`config.mk`:
```
export PLATFORM = sky130hd
export DESIGN_NAME = pipe_skid_stage
export DESIGN_NICKNAME = d
export VERILOG_FILES = /design/src/rtl/pipe_skid_stage.sv
export SDC_FILE = /design/constraint.sdc
export NUM_CORES = 1
export LEC_CHECK = 0
export ABC_AREA = 1
export CORE_AREA = 2 2 172 174
export DETAILED_ROUTE_END_ITERATION = 8
export DIE_AREA = 0 0 174 176
export PLACE_DENSITY = 0.81
export SETUP_SLACK_MARGIN = 0.02
export SYNTH_ARGS = -nofsm -noshare
export SYNTH_HDL_FRONTEND = slang
export SYNTH_SLANG_ARGS = --single-unit
```
`constraint.sdc`:
```
create_clock -name clock -period 23.9 [get_ports clock]
set_input_delay 4.78 -clock clock [delete_from_list [all_inputs] [get_ports clock]]
set_output_delay 4.78 -clock clock [all_outputs]
set_load 0.1 [all_outputs]
```
`src/rtl/pipe_skid_stage.sv`:
```
// Pipeline-stage register with a 2-entry skid buffer, valid/ready handshake and synchronous flush.
// Optional stall statistics counter enabled by defining PIPE_SKID_STAGE_STATS_EN.
module pipe_skid_stage #(
  parameter int unsigned          CTRL_W     = 48,
  parameter int unsigned          DATA_W     = 101,
  parameter logic [DATA_W-1:0]    RESET_DATA = '0
) (
  input  logic              clock,
  input  logic              reset,
  input  logic              flush,
  input  logic              in_valid,
  output logic              in_ready,
  input  logic [CTRL_W-1:0] in_ctrl,
  input  logic [DATA_W-1:0] in_data,
  output logic              out_valid,
  input  logic              out_ready,
  output logic [CTRL_W-1:0] out_ctrl,
  output logic [DATA_W-1:0] out_data,
  output logic [1:0]        occupancy,
  output logic [15:0]       stall_count
);

  typedef enum logic [1:0] {
    StEmpty = 2'd0,
    StOne   = 2'd1,
    StFull  = 2'd2
  } state_e;

  state_e            state_q, state_d;
  logic              main_valid_q, main_valid_d;
  logic              skid_valid_q, skid_valid_d;
  logic [CTRL_W-1:0] main_ctrl_q, main_ctrl_d;
  logic [CTRL_W-1:0] skid_ctrl_q, skid_ctrl_d;
  logic [DATA_W-1:0] main_data_q, main_data_d;
  logic [DATA_W-1:0] skid_data_q, skid_data_d;
  logic              in_ready_q, in_ready_d;
  logic [1:0]        occupancy_q, occupancy_d;

  logic push;
  logic pop;

  assign push = in_valid & in_ready_q;
  assign pop  = main_valid_q & out_ready;

  always_comb begin
    state_d      = state_q;
    main_valid_d = main_valid_q;
    skid_valid_d = skid_valid_q;
    main_ctrl_d  = main_ctrl_q;
    skid_ctrl_d  = skid_ctrl_q;
    main_data_d  = main_data_q;
    skid_data_d  = skid_data_q;

    if (flush) begin
      // Squash both entries; a same-cycle push is dropped.
      state_d      = StEmpty;
      main_valid_d = 1'b0;
      skid_valid_d = 1'b0;
      main_ctrl_d  = '0;
      skid_ctrl_d  = '0;
      main_data_d  = RESET_DATA;
      skid_data_d  = RESET_DATA;
    end else begin
      unique case (state_q)
        StEmpty: begin
          if (push) begin
            state_d      = StOne;
            main_valid_d = 1'b1;
            main_ctrl_d  = in_ctrl;
            main_data_d  = in_data;
          end
        end
        StOne: begin
          if (push && pop) begin
            main_ctrl_d = in_ctrl;
            main_data_d = in_data;
          end else if (push) begin
            state_d      = StFull;
            skid_valid_d = 1'b1;
            skid_ctrl_d  = in_ctrl;
            skid_data_d  = in_data;
          end else if (pop) begin
            // Data is kept so out_data holds the last drained value.
            state_d      = StEmpty;
            main_valid_d = 1'b0;
            main_ctrl_d  = '0;
          end
        end
        StFull: begin
          if (pop) begin
            state_d      = StOne;
            main_ctrl_d  = skid_ctrl_q;
            main_data_d  = skid_data_q;
            skid_valid_d = 1'b0;
            skid_ctrl_d  = '0;
          end
        end
        default: begin
          state_d      = StEmpty;
          main_valid_d = 1'b0;
          skid_valid_d = 1'b0;
          main_ctrl_d  = '0;
          skid_ctrl_d  = '0;
        end
      endcase
    end

    in_ready_d  = ~skid_valid_d;
    occupancy_d = state_d;
  end

  always_ff @(posedge clock or posedge reset) begin
    if (reset) begin
      state_q      <= StEmpty;
      main_valid_q <= 1'b0;
      skid_valid_q <= 1'b0;
      main_ctrl_q  <= '0;
      skid_ctrl_q  <= '0;
      main_data_q  <= RESET_DATA;
      skid_data_q  <= RESET_DATA;
      in_ready_q   <= 1'b1;
      occupancy_q  <= 2'd0;
    end else begin
      state_q      <= state_d;
      main_valid_q <= main_valid_d;
      skid_valid_q <= skid_valid_d;
      main_ctrl_q  <= main_ctrl_d;
      skid_ctrl_q  <= skid_ctrl_d;
      main_data_q  <= main_data_d;
      skid_data_q  <= skid_data_d;
      in_ready_q   <= in_ready_d;
      occupancy_q  <= occupancy_d;
    end
  end

  assign in_ready  = in_ready_q;
  assign out_valid = main_valid_q;
  assign out_ctrl  = main_valid_q ? main_ctrl_q : '0;
  assign out_data  = main_data_q;
  assign occupancy = occupancy_q;

`ifdef PIPE_SKID_STAGE_STATS_EN
  logic [15:0] stall_q, stall_d;

  // Counts edges where the head is held by backpressure; saturates, ignores flush.
  always_comb begin
    stall_d = stall_q;
    if (main_valid_q && !out_ready && (stall_q != 16'hFFFF)) begin
      stall_d = stall_q + 16'd1;
    end
  end

  always_ff @(posedge clock or posedge reset) begin
    if (reset) begin
      stall_q <= 16'h0000;
    end else begin
      stall_q <= stall_d;
    end
  end

  assign stall_count = stall_q;
`else
  assign stall_count = 16'h0000;
`endif

endmodule

```
==> results of run 1 <==
[metal layers]
layer	global-route usage	share of wire	vias up	wire, um
li1	-	-	7033	-
met1	0.410	0.40	7234	18700
met2	0.483	0.47	857	22100
met3	0.0500	0.098	90	4580
met4	0.107	0.028	4	1310
met5	0	0.00056	-	26
[registers in the layout (all words and copies together) (netlist names)]
signal	cells
out_data	101
skid_data_q	101
main_ctrl_q	48
skid_ctrl_q	48
occupancy	2
in_ready	1
out_valid	1
skid_valid_q	1
[stage by stage]
step,setup slack [ps],power (mW),hold slack (ps),cells,utilization
final,15180,1.94,469,2698,0.680
after global routing,14920,2.01,488,2698,0.680
after CTS,15280,1.94,473,2695,0.680
after detailed placement,14700,1.43,458,2638,0.642
after global placement,14840,1.42,453,2638,0.642
after floorplan,10750,1.24,442,2123,-
[cell type report]
class / count / area (um2)
antenna: 3 / 7.51
clock buffer: 47 / 906
clock inverter: 10 / 165
fill: 2361 / 9140
inverter: 210 / 801
multi-input combinational: 1423 / 6300
sequential: 303 / 7590
tap: 384 / 480
timing repair buffer: 318 / 3160
[placed cells by master, fill, tap and decap left out]
cell | synthesis | routed
dfrtp_1 | 302 | 300
diode_2 | 0 | 3
nand2_2 | 2 | 4
o21ai_0 | 203 | 203
nand3_1 | 488 | 486
bufinv_16 | 0 | 4
inv_4 | 0 | 1
inv_6 | 0 | 1
conb_1 | 1 | 16
nand3_2 | 0 | 1
inv_1 | 204 | 202
a21oi_1 | 1 | 1
clkinv_4 | 0 | 3
buf_2 | 98 | 1
nor2_2 | 5 | 1
buf_12 | 0 | 1
clkbuf_8 | 0 | 7
inv_2 | 6 | 4
dfrtp_2 | 0 | 2
nand3_4 | 0 | 1
nor2_1 | 50 | 50
nand2_4 | 0 | 2
nor2_4 | 0 | 4
nor3_1 | 11 | 11
a31oi_1 | 1 | 1
clkbuf_1 | 45 | 9
clkdlybuf4s50_1 | 0 | 305
dfstp_2 | 1 | 1
inv_8 | 0 | 1
nand4_1 | 1 | 1
nand2_1 | 643 | 639
o21ai_1 | 2 | 2
clkbuf_16 | 0 | 31
clkinv_2 | 0 | 4
buf_4 | 27 | 11
[Yosys cell counts]
cell type / number
nor2_2: 5
nor3_1: 11
dfstp_2: 1
nand2_2: 2
nand2_1: 643
buf_4: 27
buf_6: 10
nand4_1: 1
dfrtp_1: 302
a21oi_1: 1
buf_2: 98
o21ai_0: 203
inv_2: 6
clkbuf_1: 45
o21ai_1: 2
inv_1: 204
a31oi_1: 1
nand3_1: 488
conb_1: 1
buf_1: 7
nor2_1: 50
[where the power goes]
part | switching (mW) | internal (mW) | total (mW) | leakage [nW]
sequential | 0.0592 | 0.594 | 0.654 | 4.06
combinational | 0.602 | 0.170 | 0.773 | 5.11
clock | 0.206 | 0.304 | 0.510 | 0.524
[cell families (layout without fill, tap and decap cells)]
family | after synthesis | in the layout | share of synthesized area
simple gates | 1200 | 1200 | 0.331
compound gates | 207 | 207 | 0.0667
flops | 303 | 303 | 0.487
other cells | 1 | 19 | 0.000241
buf+inv | 397 | 585 | 0.115
[path summary, 6_finish.rpt]
| kind | startpoint | endpoint | depth (start not counted) |
|---|---|---|---|
| setup / recovery | in_valid | out_data[21] | 9 |
| hold / removal | out_data[52] | out_data[52] | 2 |
| setup reg to reg | out_valid | out_data[21] | 8 |
| hold reg to reg | out_data[52] | out_data[52] | 2 |
| max in group asynchronous | reset | skid_data_q[75] | 3 |
| min in group asynchronous | reset | main_ctrl_q[19] | 2 |
[worst min-delay path, delay by kind of cell, from the launching register on]
kind | cells | cell delay [ps]
flops | 1 | 340
simple gates | 2 | 90
==> impl_results.md, run 1 <==
- Outcome: complete, no violations
- Slowest CP cell: nor2_4
- Slowest stage delay, CP: 980 ps
- Clk_skew: 17.0 ps
- Buf+Inv Stages, Crit Path: 2
- Overall die height: 176 um
- Post-synth cell types: 21
- Clock Tree Buf Depth: 3
- Fmax: 115 MHz
- Post-CTS resize count: 0
- VDD IR max: 0.0663 mV
- CTS clk-pin slew, worst paths: 60 ps
- Crit path arrival time: 9160 ps
- I/O Buffers: 306
- RSZ-0062 raised after global routing: false
- CTS Buf Count: 31
- Vias per cell: 5.64
- Vias in the first global route: 14500
- Register bit total from synthesis: 303
- Clock Latency Late Sink: 570 ps
- Crit path kind: primary input to flip-flop
- R2R setup slack: 18870 ps
- Post-CTS Setup Inserts: 0
- Gate Count Post-Synth: 2108
- Post-DRT Antenna Nets: 0
- Count of pins over their slew limit: 0
- Syn-to-layout area delta: 24.7%
- Final GP Congestion: 0.839
- Share of the synthesized area in the top cell type: 0.486
- TritonCTS clock tree: done
- Largest net degree at the start of global routing: 181
- Max Cap Viol: 0
- Synth top area cells: dfrtp_1 49%, nand3_1 16%, nand2_1 16%
- Fin nets: 2441
- Initial antenna violation count: 5
- Iteration-0 DRC Markers: 1991
- Mapped Avg Cell Area: 7.38 um2
- Setup Viol. Count Final: 0
- Max_slew headroom: 0.166
- CP top delay family: simple AND/OR/NAND/NOR gates
- Crit path launch type: primary input
- Drt first pass iters: 6
- CP Max Fanout: 102
- Gr usage total: 0.299
- Initial Util: 0.545
- Most frequent cell on the critical path: nand2_1
- Die W: 174 um
- Global-route wire length before repair: 75400 um
- Hold Buf Count CTS: 0
- # DRC: 0
- CP cell instances: clkdlybuf4s50_1, nand2_1, nor2_4, nand2_1, nand3_4, buf_4, nand2_4, nand2_1, nand2_1
- Synth area leader: dfrtp_1
- HPWL Detailed: 27300 um
- P_leak: 9.70 nW
- Rows: 62
- Setup TNS: 0 ps
- PwrDens: 99.8 mW/mm2
- DIE AREA: 0.0306 mm2
- Clock net sink count: 303
- Vias after detailed routing: 15200
- Sequential area share after synthesis: 0.487
- Worst min path class: flip-flop to flip-flop
- Crit share post-route: 0.365
- DP Area: 0.0183 mm2
- Worst Setup End Kind: flip-flop
- H-tree depth: 1
- Routed wire per std cell: 17.3 um
- Overflow after GRT: 0
- CTS root buf: clkbuf_16
- Ratio of cells with drive above 1 in the final layout: 0.0368
- Worst-margin pin slew: 1250 ps
- Warning count from the yosys run: 0
- I/O pins: 323
- Min cycle time layout: 8720 ps
- Design area: 0.0194 mm2
- Fin. Hold Viols: 0
- CP Data Required Time: 24350 ps
- Core area: 0.0285 mm2
- WL final: 46700 um
- Post-Syn Area: 0.0156 mm2
No activity file was read; power rests on OpenSTA's default activity.
==> run 2, diff against run 1 <==
--- a/config.mk
+++ b/config.mk
@@ -6,10 +6,10 @@
 export NUM_CORES = 1
 export LEC_CHECK = 0
 export ABC_AREA = 1
-export CORE_AREA = 2 2 172 174
+export CORE_AREA = 2 2 185 187
 export DETAILED_ROUTE_END_ITERATION = 8
-export DIE_AREA = 0 0 174 176
-export PLACE_DENSITY = 0.81
+export DIE_AREA = 0 0 187 189
+export PLACE_DENSITY = 0.74
 export SETUP_SLACK_MARGIN = 0.02
 export SYNTH_ARGS = -nofsm -noshare
 export SYNTH_HDL_FRONTEND = slang
==> constraint.sdc (replaced) <==
create_clock -name clock -period 7.6 [get_ports clock]
set_input_delay 1.52 -clock clock [delete_from_list [all_inputs] [get_ports clock]]
set_output_delay 1.52 -clock clock [all_outputs]
set_load 0.1 [all_outputs]
==> run 2 against run 1 <==
Non-clock buffer count up 1. Clock skew down 1.6 ps. First-iteration DRC count is 23% lower. Routed wire length up 0.39%. Sequential share of layout area fell by 0.31 points. Sequential power rose to 3.1 times the previous value. Critical path depth is 3 lower. Largest cell class unchanged.
==> impl_results.md, run 2 (synthesized netlist as in run 1, its figures left out) <==
- Final Instance Count excl. Fillers: 2764 (was 2698)
- Worst Setup End Kind: flip-flop (unchanged)
- Most frequent cells in the layout: 638 x nand2_1, 486 x nand3_1, 305 x clkdlybuf4s50_1 (was 639 x nand2_1, 486 x nand3_1, 305 x clkdlybuf4s50_1)
- Clk_skew: 15.4 ps (was 17.0 ps)
- Final GP Congestion: 0.816 (was 0.839)
- Clock Tree Buf Depth: 3 (unchanged)
- Count of pins over their slew limit: 0 (unchanged)
- DIE AREA: 0.0353 mm2 (was 0.0306 mm2)
- HPWL Detailed: 27400 um (was 27300 um)
- WL final: 46900 um (was 46700 um)
- Largest net degree at the start of global routing: 145 (was 181)
- Die W: 187 um (was 174 um)
- Core area: 0.0333 mm2 (was 0.0285 mm2)
- Crit path arrival time: 5110 ps (was 9160 ps)
- P_int: 3.41 mW (was 1.07 mW)
- Gr usage total: 0.264 (was 0.299)
- Iteration-0 DRC Markers: 1534 (was 1991)
- CP Data Required Time: 8010 ps (was 24350 ps)
- Worst min path class: flip-flop to flip-flop (unchanged)
- Fmax: 213 MHz
- Initial antenna violation count: 3 (was 5)
- Fin. Hold Viols: 0 (unchanged)
- Routed wire per std cell: 17.0 um (was 17.3 um)
- Post-CTS Setup Inserts: 0 (unchanged)
- Setup TNS: 0 ps (unchanged)
- Overall die height: 189 um (was 176 um)
- Post-CTS resize count: 0 (unchanged)
- Vias after detailed routing: 15100 (was 15200)
- Vias in the first global route: 14700 (was 14500)
- Core Util, Final: 0.588 (was 0.680)
- CTS root buf: clkbuf_16 (unchanged)
- Max_slew headroom: 0.161 (was 0.166)
- Worst-margin pin slew: 1260 ps (was 1250 ps)
- P_leak: 9.73 nW (was 9.70 nW)
- Drt first pass iters: 6 (unchanged)
- Clock net sink count: 303 (unchanged)
- Outcome: complete, no violations (unchanged)
- Fin nets: 2446 (was 2441)
- CTS clk-pin slew, worst paths: 60 ps (about the same)
- VDD IR max: 0.186 mV (was 0.0663 mV)
- Clock Latency Late Sink: 510 ps (was 570 ps)
- Ratio of cells with drive above 1 in the final layout: 0.0393 (was 0.0368)
- Switching Fraction: 0.446 (was 0.448)
- PwrDens: 315 mW/mm2 (was 99.8 mW/mm2)
- I/O pins: 323 (unchanged)
- Commonest non-fill, non-tap cell in the layout: nand2_1 (unchanged)
- Setup Viol. Count Final: 0 (unchanged)
- CP Max Fanout: 92 (was 102)
- I/O Buffers: 306 (unchanged)
- CTS Buf Count: 35 (was 31)
- Crit path launch type: primary input (unchanged)
- # DRC: 0 (unchanged)
- Rows: 67 (was 62)
- TritonCTS clock tree: done (unchanged)
- Placed insts: 2703 (was 2638)
- Sequential Power Share: 0.333 (was 0.338)
- Hold Buf Count CTS: 0 (unchanged)
- Min cycle time layout: 4690 ps
- Max Cap Viol: 0 (unchanged)
- Overflow after GRT: 0 (unchanged)
- Pwr Total: 6.16 mW (was 1.94 mW)
- Psw: 2.75 mW (was 0.867 mW)
- Global-route wire length before repair: 76800 um (was 75400 um)
- Crit path kind: primary input to flip-flop (unchanged)
- RSZ-0062 raised after global routing: false (unchanged)
- Crit share post-route: 0.617
- H-tree depth: 2 (was 1)
- Syn-to-layout area delta: 25.7% (was 24.7%)
- Initial Util: 0.468 (was 0.545)
- Post-DRT Antenna Nets: 0 (unchanged)
- Comb pwr share: 0.393 (was 0.399)
- Fillcell total: 2995 (was 2361)
- Power share of the clock group: 0.274 (was 0.263)
- Vias per cell: 5.45 (was 5.64)
- Hold WS: 468 ps (was 469 ps)
run 2: cell count changes in the layout (fill, tap and decap cells not counted), sizes merged:
cell,before,now
clkbuf,47,50
clkinvlp,0,2
bufinv,4,2
buf,13,14
clkinv,7,6
diode,3,2
run 2: cell type report:
class,count,area [um2],share of cell area
sequential,303,7590,0.388
multi-input combinational,1423,6310,0.322
timing repair buffer,319,3170,0.162
clock buffer,50,1020,0.0523
inverter,210,800,0.0409
tap,448,561,0.0286
clock inverter,9,119,0.00607
antenna,2,5.00,0.000256
run 2: power by group through the flow:
stage	Sequential (mW)	Combinational, mW	Clock [mW]
floorplan	2.88	1.01	0
global placement	2.07	2.39	0
detailed placement	2.07	2.42	0
CTS	2.05	2.43	1.71
global route	2.08	2.57	1.77
finish	2.05	2.42	1.69
run 2: through the flow:
step           instance area [um2]  worst slack, ps
3_5_place_dp                 18400             2460
6_report                     19600             2910
4_1_cts                      19600             3000
3_3_place_gp                 18400             2620
2_1_floorplan                15600             2050
5_1_grt                      19600             2650
run 2: critical path, stage by stage:
cell and delay (ps):
buf_2 420, inv_6 600, buf_4 940, nand2_2 630, buf_4 520, o21ai_0 300
run 2: worst paths after layout:
check / from / endpoint / slack [ps] / depth (start not counted)
worst min-delay path: out_data[61] / out_data[61] / 470 / 2
min in group asynchronous: reset / skid_data_q[98] / 1540 / 3
worst max-delay path: flush / skid_data_q[36] / 2910 / 6
max in group asynchronous: reset / out_data[37] / 4730 / 4
worst min register to register: out_data[61] / out_data[61] / 470 / 2
worst max register to register: out_valid / out_data[100] / 3640 / 7
run 2: layer usage:
metal  global-route usage  wire (um)
met5                    0          9
met4               0.0919       1310
met3               0.0450       3770
met2                0.435      22000
met1                0.353      19800
==> run 3, diff against run 2 <==
--- a/config.mk
+++ b/config.mk
@@ -6,10 +6,10 @@
 export NUM_CORES = 1
 export LEC_CHECK = 0
 export ABC_AREA = 1
-export CORE_AREA = 2 2 185 187
+export CORE_AREA = 2 2 176 178
 export DETAILED_ROUTE_END_ITERATION = 8
-export DIE_AREA = 0 0 187 189
-export PLACE_DENSITY = 0.74
+export DIE_AREA = 0 0 178 180
+export PLACE_DENSITY = 0.78
 export SETUP_SLACK_MARGIN = 0.02
 export SYNTH_ARGS = -nofsm -noshare
 export SYNTH_HDL_FRONTEND = slang
==> constraint.sdc (replaced) <==
create_clock -name clock -period 4.79 [get_ports clock]
set_input_delay 0.958 -clock clock [delete_from_list [all_inputs] [get_ports clock]]
set_output_delay 0.958 -clock clock [all_outputs]
set_load 0.1 [all_outputs]
==> run 3 against run 2 <==
Clock-buffer cell count down 1. Total power up 60%. Via count up 0.33%. Routed wire length down 0.64%. Critical path depth down 3. Hold slack about the same. Design area up 0.47%. Sequential share of layout area down 0.18 points. Worst setup slack worse by 1900 ps.
==> impl_results.md, run 3 (synthesized netlist as in run 1, its figures left out) <==
- Worst-margin pin slew: 1280 ps (was 1260 ps)
- Final WS setup: 958 ps (was 2910 ps)
- CTS clk-pin slew, worst paths: 60 ps (about the same)
- Crit share post-route: 0.800
- Setup Viol. Count Final: 0 (unchanged)
- DIE AREA: 0.0320 mm2 (was 0.0353 mm2)
- CTS Buf Count: 34 (was 35)
- Met3 GRT Util: 0.0565 (was 0.0450)
- VDD IR max: 0.310 mV (was 0.186 mV)
- Commonest non-fill, non-tap cell in the layout: nand2_1 (unchanged)
- Hold Path Depth: 2 (unchanged)
- Clock Latency Late Sink: 510 ps (about the same)
- RSZ-0062 raised after global routing: false (unchanged)
- Vias per cell: 5.55 (was 5.45)
- Vias in the first global route: 14600 (was 14700)
- Rows: 64 (was 67)
- Pwr Total: 9.89 mW (was 6.16 mW)
- Max Cap Viol: 0 (unchanged)
- I/O pins: 323 (unchanged)
- Largest net degree at the start of global routing: 104 (was 145)
- H-tree depth: 2 (unchanged)
- Count of pins over their slew limit: 0 (unchanged)
- Clock net sink count: 303 (unchanged)
- Met1 Usage GRT: 0.394 (was 0.353)
- Final GP Congestion: 0.800 (was 0.816)
- PwrDens: 503 mW/mm2 (was 315 mW/mm2)
- Placed insts: 2659 (was 2703)
- # DRC: 0 (unchanged)
- Max_slew headroom: 0.148 (was 0.161)
- Most frequent cells in the layout: 638 x nand2_1, 486 x nand3_1, 305 x clkdlybuf4s50_1 (unchanged)
- Initial antenna violation count: 4 (was 3)
- Fin nets: 2453 (was 2446)
- Worst min path class: flip-flop to flip-flop (unchanged)
- Fillcell total: 2537 (was 2995)
- Post-Place Setup Slack: 1230 ps (was 2460 ps)
- Routed wire per std cell: 17.1 um (was 17.0 um)
- Post-DRT Antenna Nets: 0 (unchanged)
- Fin. Hold Viols: 0 (unchanged)
- Fmax: 261 MHz
- Core Util, Final: 0.651 (was 0.588)
- Most Crowded Layer GR: met2 (unchanged)
- Clock Tree Buf Depth: 3 (unchanged)
- Overall die height: 180 um (was 189 um)
- Reg2Reg Depth: 8 (was 7)
- Crit path launch type: flip-flop (was primary input)
- Core area: 0.0302 mm2 (was 0.0333 mm2)
- GRT met2 Usage: 0.456 (was 0.435)
- Iteration-0 DRC Markers: 1721 (was 1534)
- Worst Setup End Kind: output pin (was flip-flop)
- CP Max Fanout: 51 (was 92)
- WL final: 46600 um (was 46900 um)
- Gr usage total: 0.289 (was 0.264)
- Hold Buf Count CTS: 0 (unchanged)
- Overflow after GRT: 0 (unchanged)
- Crit path arrival time: 2870 ps (was 5110 ps)
- Hold Crit Start: out_data[67] (was out_data[61])
- Design area: 0.0197 mm2 (was 0.0196 mm2)
- I/O Buffers: 306 (unchanged)
- Post-CTS Setup Inserts: 0 (unchanged)
- Drt first pass iters: 7 (was 6)
- CP Launch Point: out_valid (was flush)
- Vias after detailed routing: 15100 (about the same)
- Ratio of cells with drive above 1 in the final layout: 0.0439 (was 0.0393)
- Syn-to-layout area delta: 26.3% (was 25.7%)
- CTS root buf: clkbuf_16 (unchanged)
- Final Instance Count excl. Fillers: 2725 (was 2764)
- TritonCTS clock tree: done (unchanged)
- Post-CTS resize count: 0 (unchanged)
- Crit path kind: flip-flop to output pin (was primary input to flip-flop)
- Min cycle time layout: 3830 ps
- CP Data Required Time: 3830 ps (was 8010 ps)
- Initial Util: 0.516 (was 0.468)
- Die W: 178 um (was 187 um)
- P_leak: 9.81 nW (was 9.73 nW)
- Clk_skew: 20.8 ps (was 15.4 ps)
- HPWL Detailed: 27300 um (was 27400 um)
- R2R Path Start: occupancy[0] (was out_valid)
- Global-route wire length before repair: 75400 um (was 76800 um)
- DP Area: 0.0185 mm2 (was 0.0184 mm2)
- Outcome: complete, no violations (unchanged)
[run 3: changes by cell type in the layout (fill, tap and decap cells not counted)]
| cell | change |
|---|---|
| inv_1 | -1 |
| buf_12 | +3 |
| clkbuf_16 | -1 |
| clkinv_2 | +2 |
| bufinv_16 | +2 |
| clkinv_8 | +1 |
| clkinv_4 | +1 |
| buf_4 | +5 |
| clkinvlp_4 | -1 |
| inv_6 | -1 |
| clkinv_1 | +1 |
| diode_2 | +2 |
[run 3: final timing paths]
kind,endpoint,slack (ps)
setup / recovery,out_ctrl[18],960
hold / removal,out_data[67],470
setup reg to reg,main_ctrl_q[3],1090
hold reg to reg,out_data[67],470
max in group asynchronous,out_data[29],2890
min in group asynchronous,main_ctrl_q[2],950
[run 3: metrics by stage]
step	setup TNS, ps	hold WS (ps)
2_1_floorplan	-59250	442
3_3_place_gp	0	453
3_5_place_dp	0	457
4_1_cts	0	473
5_1_grt	0	484
6_report	0	468
[run 3: final cells by class]
cell class                 instances  area (um2)  area share
timing repair buffer             327        3270       0.166
antenna                            4        10.0    0.000509
clock inverter                    13         198      0.0101
clock buffer                      49         998      0.0508
tap                              396         495      0.0252
sequential                       303        7590       0.386
inverter                         210         800      0.0407
multi-input combinational       1423        6310       0.321
[run 3: metal layers]
| metal | vias up | wire (um) |
|---|---|---|
| li1 | 7077 | - |
| met1 | 7146 | 19000 |
| met4 | 0 | 1540 |
| met5 | - | 0 |
| met2 | 782 | 21700 |
| met3 | 112 | 4420 |
[run 3: critical path, cell delays in order (launching register included)]
cell and delay [ps]:
dfrtp_2 990, nand2_1 140, inv_1 90, clkdlybuf4s50_1 1130
[run 3: power by group]
group,switching (mW),total [mW],internal [mW]
registers,0.287,3.25,2.97
logic,3.00,3.86,0.863
clock network,1.09,2.77,1.68
